==> src/rtl/ahb_test_mailbox_if.sv <==
// AHB-Lite write-snoop bus plus the character stream handshake
// for the test mailbox.
interface ahb_test_mailbox_if;
    logic [31:0] haddr;
    logic [1:0]  htrans;
    logic        hwrite;
    logic [2:0]  hsize;
    logic [31:0] hwdata;
    logic        hreadyi;
    logic        hsel;
    logic        msg_valid;
    logic [7:0]  msg_data;
    logic        msg_ready;

    modport master (
        output haddr, htrans, hwrite, hsize,
        output hwdata, hreadyi, hsel, msg_ready,
        input  msg_valid, msg_data
    );

    modport slave (
        input  haddr, htrans, hwrite, hsize,
        input  hwdata, hreadyi, hsel, msg_ready,
        output msg_valid, msg_data
    );
endinterface

==> src/rtl/ahb_test_mailbox.sv <==
// Passive AHB-Lite write snooper driving test flags and a char FIFO.
// Define MBOX_DISPLAY_EN for simulation console echo of the mailbox.
module ahb_test_mailbox #(
    parameter logic [19:0] BASE_ADDR  = 20'h9_0000,
    parameter int          N_CH       = 4,
    parameter int          FIFO_DEPTH = 16,
    parameter int          LVL_W      = 5
) (
    input  logic             hclk,
    input  logic             hresetn,
    ahb_test_mailbox_if.slave bus,
    output logic [N_CH-1:0]  test_start,
    output logic             test_done,
    output logic [7:0]       test_code,
    output logic [LVL_W-1:0] fifo_level,
    output logic [7:0]       ovf_cnt
);

    localparam int AW = LVL_W - 1;

    logic       pend;
    logic [1:0] p_off;
    logic [1:0] p_lane;
    logic [2:0] p_size;

    logic hit, commit, size_ok;
    logic push, pop, accept, drop;
    logic [7:0] chr;

    logic [LVL_W-1:0] wptr, rptr;
    logic [7:0]       mem [FIFO_DEPTH];

    logic unused_ok;
    assign unused_ok = ^{bus.haddr[31:20], bus.htrans[0]};

    assign hit = bus.hsel & bus.hwrite & bus.htrans[1]
               & bus.hreadyi
               & (bus.haddr[19:4] == BASE_ADDR[19:4]);
    assign commit  = pend & bus.hreadyi;
    assign size_ok = (p_size <= 3'd2);
    assign push    = commit & size_ok & (p_off == 2'd2);

    assign fifo_level    = wptr - rptr;
    assign bus.msg_valid = (wptr != rptr);
    assign bus.msg_data  = mem[rptr[AW-1:0]];

    // Level top bit set means exactly FIFO_DEPTH entries held
    assign pop    = bus.msg_valid & bus.msg_ready;
    assign accept = push & (~fifo_level[AW] | pop);
    assign drop   = push & ~accept;

    always_comb begin
        chr = bus.hwdata[7:0];
        unique case (1'b1)
            (p_size == 3'd0): chr = bus.hwdata[8*p_lane +: 8];
            (p_size == 3'd1):
                chr = p_lane[1] ? bus.hwdata[23:16]
                                : bus.hwdata[7:0];
            default: ;
        endcase
    end

    always_ff @(posedge hclk or negedge hresetn) begin
        if (!hresetn) begin
            pend       <= 1'b0;
            p_off      <= '0;
            p_lane     <= '0;
            p_size     <= '0;
            test_start <= '0;
            test_done  <= 1'b0;
            test_code  <= '0;
        end else begin
            // Wait states hold the pending write; hit needs hreadyi
            if (bus.hreadyi) pend <= hit;
            if (hit) begin
                p_off  <= bus.haddr[3:2];
                p_lane <= bus.haddr[1:0];
                p_size <= bus.hsize;
            end
            if (commit && size_ok) begin
                unique case (1'b1)
                    (p_off == 2'd0): begin
                        for (int i = 0; i < N_CH; i++)
                            if (bus.hwdata == 32'(i + 1))
                                test_start[i] <= 1'b1;
                    end
                    (p_off == 2'd1):
                        test_start <= test_start
                                    & ~bus.hwdata[N_CH-1:0];
                    (p_off == 2'd3): begin
                        test_done <= 1'b1;
                        test_code <= bus.hwdata[7:0];
                    end
                    default: ;
                endcase
            end
        end
    end

    always_ff @(posedge hclk or negedge hresetn) begin
        if (!hresetn) begin
            wptr    <= '0;
            rptr    <= '0;
            ovf_cnt <= '0;
            for (int i = 0; i < FIFO_DEPTH; i++)
                mem[i] <= '0;
        end else begin
            if (accept) begin
                mem[wptr[AW-1:0]] <= chr;
                wptr <= wptr + 1'b1;
            end
            if (pop) rptr <= rptr + 1'b1;
            if (drop && ovf_cnt != 8'hFF)
                ovf_cnt <= ovf_cnt + 8'd1;
        end
    end

`ifdef MBOX_DISPLAY_EN
    always @(posedge hclk) begin
        if (hresetn) begin
            if (pop) $write("%c", bus.msg_data);
            if (commit && size_ok && p_off == 2'd3)
                $display("MBOX DONE code=%02h ovf=%0d",
                         bus.hwdata[7:0], ovf_cnt);
            if (drop) $display("MBOX OVF");
        end
    end
`else
`endif

endmodule

==> src/flat_wrapper.sv <==
// flat-port wrapper written by rule: the top's interface ports become plain ports
module ahb_test_mailbox_flat 
#(
    parameter logic [19:0] BASE_ADDR  = 20'h9_0000,
    parameter int          N_CH       = 4,
    parameter int          FIFO_DEPTH = 16,
    parameter int          LVL_W      = 5
)
  (hclk, hresetn, test_start, test_done, test_code, fifo_level, ovf_cnt, bus_haddr, bus_htrans, bus_hwrite, bus_hsize, bus_hwdata, bus_hreadyi, bus_hsel, bus_msg_ready, bus_msg_valid, bus_msg_data);
  ahb_test_mailbox_if bus_i ();
  input  logic hclk;
  input  logic hresetn;
  output logic [N_CH-1:0] test_start;
  output logic test_done;
  output logic [7:0] test_code;
  output logic [LVL_W-1:0] fifo_level;
  output logic [7:0] ovf_cnt;
  input wire logic [$bits(bus_i.haddr)-1:0] bus_haddr;
  input wire logic [$bits(bus_i.htrans)-1:0] bus_htrans;
  input wire logic [$bits(bus_i.hwrite)-1:0] bus_hwrite;
  input wire logic [$bits(bus_i.hsize)-1:0] bus_hsize;
  input wire logic [$bits(bus_i.hwdata)-1:0] bus_hwdata;
  input wire logic [$bits(bus_i.hreadyi)-1:0] bus_hreadyi;
  input wire logic [$bits(bus_i.hsel)-1:0] bus_hsel;
  input wire logic [$bits(bus_i.msg_ready)-1:0] bus_msg_ready;
  output wire logic [$bits(bus_i.msg_valid)-1:0] bus_msg_valid;
  output wire logic [$bits(bus_i.msg_data)-1:0] bus_msg_data;
  assign bus_i.haddr = bus_haddr;
  assign bus_i.htrans = bus_htrans;
  assign bus_i.hwrite = bus_hwrite;
  assign bus_i.hsize = bus_hsize;
  assign bus_i.hwdata = bus_hwdata;
  assign bus_i.hreadyi = bus_hreadyi;
  assign bus_i.hsel = bus_hsel;
  assign bus_i.msg_ready = bus_msg_ready;
  assign bus_msg_valid = bus_i.msg_valid;
  assign bus_msg_data = bus_i.msg_data;
  ahb_test_mailbox #(.BASE_ADDR(BASE_ADDR), .N_CH(N_CH), .FIFO_DEPTH(FIFO_DEPTH), .LVL_W(LVL_W)) u_core (.hclk(hclk), .hresetn(hresetn), .bus(bus_i), .test_start(test_start), .test_done(test_done), .test_code(test_code), .fifo_level(fifo_level), .ovf_cnt(ovf_cnt));
endmodule
==> config.mk <==
export PLATFORM = sky130hd
export DESIGN_NAME = ahb_test_mailbox_flat
export DESIGN_NICKNAME = d
export VERILOG_FILES = /design/src/rtl/ahb_test_mailbox_if.sv /design/src/rtl/ahb_test_mailbox.sv /design/src/flat_wrapper.sv
export SDC_FILE = /design/constraint.sdc
export NUM_CORES = 1
export LEC_CHECK = 0
export BUFFER_PORTS_ARGS = -buffer_cell sky130_fd_sc_hd__buf_2
export CORE_MARGIN = 2
export CORE_UTILIZATION = 25
export CTS_CLUSTER_DIAMETER = 120
export DETAILED_ROUTE_END_ITERATION = 12
export PLACE_DENSITY = 0.44
export SYNTH_ARGS = -nofsm -noshare
export SYNTH_HDL_FRONTEND = slang
export SYNTH_SLANG_ARGS = --single-unit
==> constraint.sdc <==
create_clock -name hclk -period 3.9 [get_ports hclk]
set_clock_uncertainty 0.05 [all_clocks]
set_input_delay 0.195 -clock hclk [delete_from_list [all_inputs] [get_ports hclk]]
set_output_delay 0.195 -clock hclk [all_outputs]
set_load 0.05 [all_outputs]
# == After elaboration in Yosys (flattened, before gate mapping) ==
# Index checks and enable logic that the tools add are counted.
# totals
reg_bits,167
in_bits,75
output_inout_bits,35
# op_classes
bitwise_logic,17
mux,13
shift,1
add_sub_neg,4
magnitude_cmp,4
reduce_logical,11
eq_ne,15
# ops
operator,count
$bwmux 128,1
$eq 32x2->1 const B,2
$bmux 8 s4,1
$demux 8 s4,1
$eq 32x1->1 const B,1
$eq 32x3->1 const B,1
$mux 8,4
$shiftx 32x6->8,1
$eq 16x16->1 const B,1
$pmux 8 s2,1
$reduce_and 3->1,4
$add 5x1->5 const B,2
$and 1x1->1,10
$ge 5x5->1 const B,2
$not 4->5,2
$add 8x1->8 const B,1
$ne 2x2->1 const B,4
$ne 8x8->1 const B,1
$pmux 4 s2,1
$lt 5x1->1 const B,1
$ne 5x5->1,1
$sub 5x5->5,1
$and 4x4->4,1
$eq 2x2->1 const B,2
other kinds (12),18

# == Longest topological paths before layout ==
# Gate-level depths: netlist of run 1.
# depth
ltp_word,7
depth_mapped,11
mapped_depth_nobuf,8

# == Worst setup path after synthesis of run 1 ==
# No wires, ideal clock.
# synth_timing
path_kind,reg-to-reg
startpoint,register u_core.rptr[3]
endpoint,register u_core.ovf_cnt[1]
required_ns,3.725
stages_incl_launch_ff,11
period_less_slack_ns,3.395
t_arrival_ns,3.220
slack_ns,0.505
path_cell_list,dfrtp_1 > clkbuf_1 > inv_1 > ha_1 > nor2_1 > a21oi_4 > xnor2_4 > buf_12 > clkbuf_1 > nand2_1 > mux2_2
# synth_between
elab_chain_len,7
elab_cells_between_ends,9
classes_between,add/sub (1); eq/ne (1); bitwise (6); reduce/logical (1)
# synth_rtl
element,line_no,text
from (decl),ahb_test_mailbox.sv:30,"logic [LVL_W-1:0] wptr, rptr;"
from (signal assigned),ahb_test_mailbox.sv:112,if (pop) rptr <= rptr + 1'b1;
$sub 5x5->5,ahb_test_mailbox.sv:43,assign fifo_level = wptr - rptr;
named net fifo_level[4],flat_wrapper.sv:16,output logic [LVL_W-1:0] fifo_level;
$not 1->1,ahb_test_mailbox.sv:49,assign accept = push & (~fifo_level[AW] | pop);
$or 1x1->1,ahb_test_mailbox.sv:49,
$and 1x1->1,ahb_test_mailbox.sv:49,
$not 1->1,ahb_test_mailbox.sv:50,assign drop = push & ~accept;
$and 1x1->1,ahb_test_mailbox.sv:50,
$logic_and 1x1->1,ahb_test_mailbox.sv:113,if (drop && ovf_cnt != 8'hFF)
to (signal assigned),ahb_test_mailbox.sv:114,ovf_cnt <= ovf_cnt + 8'd1;
to (decl),ahb_test_mailbox.sv:16,output logic [7:0] ovf_cnt
# The timed path passes the listed nets, and every way through them passes these cells.
# A chain may end at the register's enable or synchronous reset.

# == Worst setup path in the final report of run 1 ==
# layout_timing
startpoint,register u_core.rptr[2]
endpoint,output fifo_level[4]
# layout_between
elab_chain_len,1
# layout_rtl
element,line_no
$sub 5x5->5,ahb_test_mailbox.sv:43
to (decl),flat_wrapper.sv:16
# Every way passes these cells.

==> out/results.txt, run 1 <==
Fin crit share -> 91.0%
Power, Total -> 4.67 mW
Share of cells above drive strength 1 -> 54.0%
Routed wire per std cell -> 18.6 um
Met3 wire len -> 1100 um
Final wirelength -> 21600 um
Crit-path max FO -> 17
I/O Buffers -> 96
Reg clk slew, reported paths -> 0.07 ns
MaxCap Viol Count -> 0
Status -> finished, final reports clean
Highest Signal Layer -> met5
Fin crit period -> 3.55 ns
Crit path to -> fifo_level[4]
Slew Limit Fails -> 0
Final Net Count -> 782
GP Congestion -> 0.868
Multi-input logic area -> 4250 sq um
First-pass GRT wire length -> 34100 um
Initial core utilization -> 25.2%
Total track usage -> 12.3%
Setup TNS Final -> 0 ns
Core area -> 34300 sq um
Clk buf depth -> 2
Post-Place Cells -> 1121
CP Data Required Time -> 3.65 ns
Syn_nets -> 659
Worst R2R Start -> u_core.wptr[0]
DP HPWL -> 15200 um
CTS Sinks -> 167
Die width -> 190 um
Pin count of the biggest net entering global routing -> 112
Distinct cells, synth -> 50
Critical Path Sink Type -> output pin
Post-synth EDFFs -> 0
Worst reg2reg setup slack -> 0.60 ns
Final setup vio count -> 0
Final hold viol count -> 0
Mapped Cells -> 573
I/O pins -> 110
Die Area -> 36000 sq um
Via count -> 5478
Worst setup margin -> 0.351 ns
Maximum vdd drop -> 0.245 mV
DRC violation count after routing -> 0
Hold crit path type -> input pin to flip-flop
Synth-to-layout area growth -> 21.5%
Iter 0 DRT Violations -> 227
Area after DPL -> 9770 sq um
Crit path from -> u_core.rptr[2]
Antenna Diode Count -> 0
Number of global-route vias before repair -> 5877
Max H-tree Level -> 4
Startpoint types -> flip-flop
Worst-Skew Late Latency -> 0.43 ns
Reg area -> 4180 sq um
Mean post-synth cell area -> 15.1 sq um
Max-slew headroom -> 12.2%
Fmax -> 282 MHz
Routed met1 length -> 9360 um
Post-cts resize count -> 0
Measured slew at the worst slew-check pin -> 1.32 ns
Final instance area -> 10500 sq um
Root Buffer -> clkbuf_16
Wire length on met2 -> 10800 um
Leakage power -> 4.73 nW
Core Rows -> 68
Mapped Area -> 8630 sq um
Initial antenna violation count -> 1
Antenna-violating nets left -> 0
Vias/cell -> 4.71
R2r worst-path depth -> 9
Synth async-reset ratio -> 100%
Pre-antenna DRT Iters -> 4
Count of state elements after synthesis -> 167
Die height -> 190 um
Post-Layout Cell Count -> 1164
Total gr overflow -> 0
DP Worst Slack -> 0.583 ns
Synth Warn # -> 0
P per Cell Area -> 445 nW/um^2
Total CTS buffers -> 17
TritonCTS clock tree -> yes
Ys flop type -> dfrtp_1
Fillers -> 3415
Register area share after synthesis -> 48.4%
Worst R2R End -> u_core.mem[56]
Critical path class -> flip-flop to output pin
Critical path data arrival time -> 3.30 ns
RSZ-0062 raised after global routing -> no
-- worst min path at each step --
stage	endpoint	cells past startpoint	from	slack, ns
finish	u_core.pend	3	bus_hreadyi	0.02
floorplan	u_core.mem[0]	0	hresetn	-0.15
detailed placement	u_core.ovf_cnt[7]	1	hresetn	0.36
global route	u_core.test_code[4]	2	bus_hwdata[4]	0.02
global placement	u_core.ovf_cnt[7]	1	hresetn	0.32
CTS	u_core.pend	3	bus_hreadyi	0.005
-- Yosys cell counts (all sizes together), types with 2 or more instances --
cell type | number | area (sq um)
nor3 | 3 | 15.0
mux2 | 147 | 1690
xor2 | 4 | 42.6
a221oi | 2 | 17.5
a211oi | 2 | 15.0
o21ai | 10 | 50.0
dfrtp | 167 | 4180
a21o | 3 | 22.5
buf | 12 | 77.6
ha | 10 | 125
nor4 | 9 | 56.3
a21oi | 11 | 66.3
nand4b | 2 | 17.5
a31oi | 2 | 12.5
nand3b | 7 | 52.6
nand3 | 8 | 40.0
nand2b | 5 | 31.3
a2111oi | 16 | 440
xnor2 | 13 | 133
inv | 16 | 60.1
nand2 | 11 | 41.3
o22ai | 7 | 43.8
mux4 | 47 | 1060
clkbuf | 22 | 82.6
nor4b | 3 | 26.3
or2 | 3 | 18.8
nand4 | 7 | 43.8
and3 | 7 | 43.8
nor2 | 5 | 18.8
-- flip-flops by register name, summed over array words and instances, names as in the netlist --
| signal | count |
|---|---|
| u_core.mem | 128 |
| u_core.ovf_cnt | 8 |
| u_core.p_lane | 2 |
| u_core.p_off | 2 |
| u_core.p_size | 3 |
| u_core.pend | 1 |
| u_core.rptr | 5 |
| u_core.test_code | 8 |
| u_core.test_done | 1 |
| u_core.test_start | 4 |
| u_core.wptr | 5 |
-- final cells by class --
class / instances / area share (%)
clock inverters: 15 / 1.65
clock buffers: 17 / 4.06
flip-flops and latches: 167 / 39.9
repair buffers: 138 / 7.91
well taps: 455 / 5.43
multi-input cells: 355 / 40.5
inverters: 17 / 0.609
-- where the power goes --
part	total, mW	internal [mW]	switching (mW)
combinational	1.18	0.372	0.806
clock	1.70	0.871	0.831
sequential	1.79	1.76	0.0258
total	4.67	3.01	1.66
-- through the flow --
stage	util [%]	hold slack, ns
global route	30.6	0.0235
detailed placement	28.5	0.359
CTS	30.6	0.00468
floorplan	-	-0.151
finish	30.6	0.0193
global placement	28.5	0.324
-- routing by layer --
metal,vias to the layer above,global-route usage [%]
li1,2436,-
met1,2856,15.4
met2,161,21.3
met3,23,2.55
met4,2,3.97
met5,-,0
-- critical path, stage by stage (launching register included) --
cell	delay (ns)
dfrtp_1	0.42
inv_2	0.28
ha_1	0.35
nand2b_1	0.15
a21oi_4	0.10
xnor2_4	0.92
buf_4	0.33
buf_2	0.29
-- what timing repair did --
item	in CTS	in global routing
hold buffers	11	0
endpoints found under the hold margin	119	0
endpoints found under the setup margin	0	0
buffers inserted	0	0
-- cell usage in the layout (no fill, tap or decap), drive strengths merged, types with 3 or more instances in the layout --
cell,count
nand4,7
mux2,147
ha,10
a2111oi,16
clkinv,6
nor4b,3
clkbuf,17
or2,3
a21o,3
nand2b,5
nand2,11
nor4,9
mux4,47
inv,26
and3,7
nor3,3
dlygate4sd3,11
dfrtp,167
nand3,8
o21ai,10
buf,127
xnor2,13
o22ai,7
xor2,4
a21oi,11
nand3b,7
nor2,5
-- cell families (layout without fill, tap and decap cells) --
group	count (synthesis)	after routing	share of synthesized area [%]
multiplexers	195	195	31.9
flip-flops	167	167	48.4
AND/OR/NAND/NOR	76	76	5.29
AO/OA/AOI/OAI	56	56	8.07
buffers and inverters	51	187	2.59
XOR/XNOR	17	17	2.03
adder cells (fa/ha/maj)	11	11	1.68
Note: power is estimated with default switching activity, not from simulation.
==> run 2, diff against run 1 <==
- BUFFER_PORTS_ARGS: -buffer_cell sky130_fd_sc_hd__buf_2 -> not set
- CORE_UTILIZATION: 25 -> 64
- DONT_BUFFER_PORTS: not set -> 1
- PLACE_DENSITY: 0.44 -> not set
- PLACE_DENSITY_LB_ADDON: not set -> 0.08
==> out/results.txt, run 2 (same netlist as run 1, synthesis figures left out) <==
Sw Ratio -> 32.7%
Antenna Diode Count -> 0
Crit path buf inv count -> 1
Final setup vio count -> 0
Pin count of the biggest net entering global routing -> 168
Crit-path leading delay family -> compound AO/OA/AOI/OAI gates
Routed wire per std cell -> 22.8 um
TritonCTS clock tree -> yes
RSZ-0062 raised after global routing -> no
Max H-tree Level -> 4
Clock Power Share -> 36.1%
I/O pins -> 110
Crit-path cells -> inv_1, ha_1, fa_1, nand2b_1, a21oi_4, xnor2_4, a2111oi_4, mux2_2
Reg clk slew, reported paths -> 0.07 ns
Seq pwr share -> 40.3%
DP Worst Slack -> 0.322 ns
Critical Path Sink Type -> flip-flop
Critical path class -> flip-flop to flip-flop
Slew Limit Fails -> 0
Cts hold-fix bufs -> 18
Number of post-CTS setup repair buffers -> 0
Final hold viol count -> 167
Leakage power -> 4.24 nW
Antenna-violating nets left -> 0
Largest register FFs -> 128
Critical path data arrival time -> 3.81 ns
Fmax -> 282 MHz
Fillers -> 862
Worst-Skew Late Latency -> 0.43 ns
CP Data Required Time -> 4.16 ns
Initial core utilization -> 65.4%
Critical Path Slowest Stage Cell -> a2111oi_4
First-pass GRT wire length -> 28800 um
Final Net Count -> 678
Most common cell after layout, fill and taps aside -> dfrtp_1
GP Congestion -> 0.859
DRC violation count after routing -> 0
P per Cell Area -> 469 nW/um^2
I/O Buffers -> 0
Status -> finished with violations
Post-cts resize count -> 0
Clk buf depth -> 2
Core area -> 13200 sq um
Hold crit path type -> input pin to asynchronous set/reset pin
Die Area -> 14400 sq um
Final wirelength -> 17800 um
Core Rows -> 42
Reg area -> 4180 sq um
Slowest stage delay, CP -> 0.91 ns
Final hold slack -> -0.596 ns
Startpoint types -> flip-flop
Multi-input logic area -> 4240 sq um
Total track usage -> 26.5%
Vias/cell -> 6.45
Fin crit period -> 3.55 ns
Measured slew at the worst slew-check pin -> 1.24 ns
Psw -> 1.47 mW
Largest register by flop count -> u_core.mem
Number of global-route vias before repair -> 5328
MaxCap Viol Count -> 0
Share of cells above drive strength 1 -> 44.5%
Failing checks -> hold timing
Logic gate share of total power -> 23.6%
Most frequent cells in the layout -> dfrtp_1, mux2_2, mux4_2, dlygate4sd3_1, clkbuf_16
Iter 0 DRT Violations -> 351
Die height -> 120 um
Power, Total -> 4.48 mW
P_int -> 3.02 mW
CTS Sinks -> 167
Crit-path max FO -> 18
DP HPWL -> 12000 um
Fin crit share -> 90.9%
Maximum vdd drop -> 0.519 mV
Worst setup margin -> 0.354 ns
Setup TNS Final -> 0 ns
Final Core Density -> 72.6%
Max-slew headroom -> 17.2%
Initial antenna violation count -> 0
Root Buffer -> clkbuf_16
Area after DPL -> 8820 sq um
Post-Layout Cell Count -> 781
Total gr overflow -> 0
Synth-to-layout area growth -> 10.9%
Pre-antenna DRT Iters -> 5
Biggest regs -> u_core.mem x128, u_core.ovf_cnt x8, u_core.test_code x8
Total CTS buffers -> 17
Final instance area -> 9570 sq um
Die width -> 120 um
Via count -> 5038
Post-Place Cells -> 731
run 2: worst register-to-register path, cell delays in order, from the launching register on:
cell and delay (ns):
dfrtp_1 0.44, inv_1 0.12, ha_1 0.23, fa_1 0.42
nand2b_1 0.20, a21oi_4 0.24, xnor2_4 0.39, a2111oi_4 0.92
mux2_2 0.43
run 2: cell type report:
class,count,share of cell area [%]
clock buffers,19,4.52
clock inverters,13,1.40
inverters,17,0.667
multi-input cells,355,44.3
flip-flops and latches,167,43.7
well taps,176,2.30
repair buffers,34,3.14
run 2: power groups by stage:
| stage | Clock (mW) | Sequential [mW] | Combinational (mW) |
|---|---|---|---|
| 2_1_floorplan | 0 | 1.84 | 0.872 |
| 3_3_place_gp | 0 | 1.84 | 1.03 |
| 3_5_place_dp | 0 | 1.84 | 1.05 |
| 4_1_cts | 1.65 | 1.81 | 1.07 |
| 5_1_grt | 1.73 | 1.81 | 1.13 |
| 6_report | 1.62 | 1.81 | 1.06 |
run 2: final timing paths:
kind                                start             endpoint  slack [ns]  depth (start not counted)
min reg2reg                   u_core.pend          u_core.pend        0.44                          1
min in group hclk           bus_msg_ready       u_core.rptr[1]        0.03                          2
max in group asynchronous         hresetn       u_core.rptr[0]        4.13                          0
max reg2reg                u_core.wptr[0]       u_core.mem[19]        0.35                          8
max                        u_core.wptr[0]       u_core.mem[19]        0.35                          8
min                               hresetn  u_core.test_code[2]       -0.60                          0
run 2: layer usage:
metal	up-vias	global-route usage, %	wire [um]
met5	-	0	0
met4	0	9.26	302
met2	141	42.2	8820
met1	2648	36.1	7660
li1	2227	-	-
met3	22	6.51	1010
==> run 3, diff against run 2 <==
==> constraint.sdc (replaced) <==
create_clock -name hclk -period 3.9 [get_ports hclk]
set_clock_uncertainty 0.05 [all_clocks]
set_input_delay 0.585 -clock hclk [delete_from_list [all_inputs] [get_ports hclk]]
set_output_delay 0.585 -clock hclk [all_outputs]
set_load 0.05 [all_outputs]
==> out/results.txt, run 3 (same netlist as run 1, synthesis figures left out) <==
Biggest regs -> u_core.mem x128, u_core.ovf_cnt x8, u_core.test_code x8
I/O pins -> 110
Final wirelength -> 17300 um
Root Buffer -> clkbuf_16
Final hold viol count -> 167
Via count -> 4946
DP HPWL -> 11700 um
Worst-Skew Late Latency -> 0.43 ns
Antenna-violating nets left -> 0
MaxCap Viol Count -> 0
Initial antenna violation count -> 0
Most common cell after layout, fill and taps aside -> dfrtp_1
Critical Path Slowest Stage Cell -> xnor2_4
Final setup vio count -> 0
Routed wire per std cell -> 22.7 um
Initial core utilization -> 65.4%
Largest register FFs -> 128
Fin crit share -> 95.0%
Measured slew at the worst slew-check pin -> 1.26 ns
Most frequent cells in the layout -> dfrtp_1, mux2_2, mux4_2, clkbuf_16, a2111oi_4
Number of post-CTS setup repair buffers -> 0
Core Rows -> 42
Slowest stage delay, CP -> 0.97 ns
Pin count of the biggest net entering global routing -> 168
Setup TNS Final -> 0 ns
Total CTS buffers -> 17
Max H-tree Level -> 4
Hold crit path type -> input pin to asynchronous set/reset pin
Final hold slack -> -0.200 ns
Pre-antenna DRT Iters -> 4
Largest register by flop count -> u_core.mem
DP Worst Slack -> 0.370 ns
Critical path class -> flip-flop to output pin
Failing checks -> hold timing
Reg clk slew, reported paths -> 0.06 ns
I/O Buffers -> 0
Multi-input logic area -> 4240 sq um
Post-cts resize count -> 0
Post-Place Cells -> 730
CP Data Required Time -> 3.26 ns
Power, Total -> 4.45 mW
Fin crit period -> 3.70 ns
First-pass GRT wire length -> 28400 um
Iter 0 DRT Violations -> 270
Reg area -> 4180 sq um
Die height -> 120 um
Critical Path Sink Type -> output pin
P per Cell Area -> 474 nW/um^2
Crit-path leading delay family -> XOR/XNOR gates
Startpoint types -> flip-flop
Share of cells above drive strength 1 -> 45.7%
Final instance area -> 9390 sq um
Die Area -> 14400 sq um
GP Congestion -> 0.857
Area after DPL -> 8820 sq um
Final Core Density -> 71.2%
Crit-path cells -> inv_2, ha_1, nand2b_1, a21oi_4, xnor2_4, buf_4
Antenna Diode Count -> 0
Fillers -> 884
Status -> finished with violations
Critical path data arrival time -> 3.07 ns
Crit-path max FO -> 20
Worst setup margin -> 0.195 ns
TritonCTS clock tree -> yes
Post-Layout Cell Count -> 762
Total track usage -> 25.8%
Synth-to-layout area growth -> 8.76%
Core area -> 13200 sq um
Clk buf depth -> 2
Leakage power -> 4.17 nW
RSZ-0062 raised after global routing -> no
Maximum vdd drop -> 0.511 mV
Die width -> 120 um
Fmax -> 270 MHz
Final Net Count -> 659
Crit path buf inv count -> 2
Slew Limit Fails -> 0
DRC violation count after routing -> 0
Total gr overflow -> 0
Max-slew headroom -> 15.9%
Vias/cell -> 6.49
CTS Sinks -> 167
Number of global-route vias before repair -> 5303
[run 3: final timing paths]
check                                from              endpoint  cells after the start  slack, ns
max                        u_core.rptr[2]         fifo_level[4]                      6       0.20
max in group asynchronous         hresetn        u_core.mem[65]                      0       3.61
min in group hclk           bus_hwdata[0]  u_core.test_start[0]                      1       0.19
max reg2reg                u_core.wptr[0]         u_core.mem[4]                      8       0.41
min reg2reg                   u_core.pend           u_core.pend                      1       0.42
min                               hresetn   u_core.test_code[2]                      0      -0.20
[run 3: layer usage]
metal	vias up	GRT usage (%)	wire (um)
li1	2179	-	-
met5	-	0	0
met3	19	6.27	981
met4	0	8.24	187
met2	154	40.6	8570
met1	2594	35.7	7590
[run 3: power by group]
| part | internal, mW | switching [mW] |
|---|---|---|
| logic | 0.331 | 0.692 |
| clock network | 0.932 | 0.688 |
| registers | 1.76 | 0.0457 |
[run 3: final cells by class]
type / instances / area share (%)
Multi-Input combinational cell: 355 / 45.2
Sequential cell: 167 / 44.5
Clock buffer: 22 / 5.05
Tap cell: 176 / 2.35
Timing Repair Buffer: 15 / 1.20
Clock inverter: 10 / 1.03
Inverter: 17 / 0.680
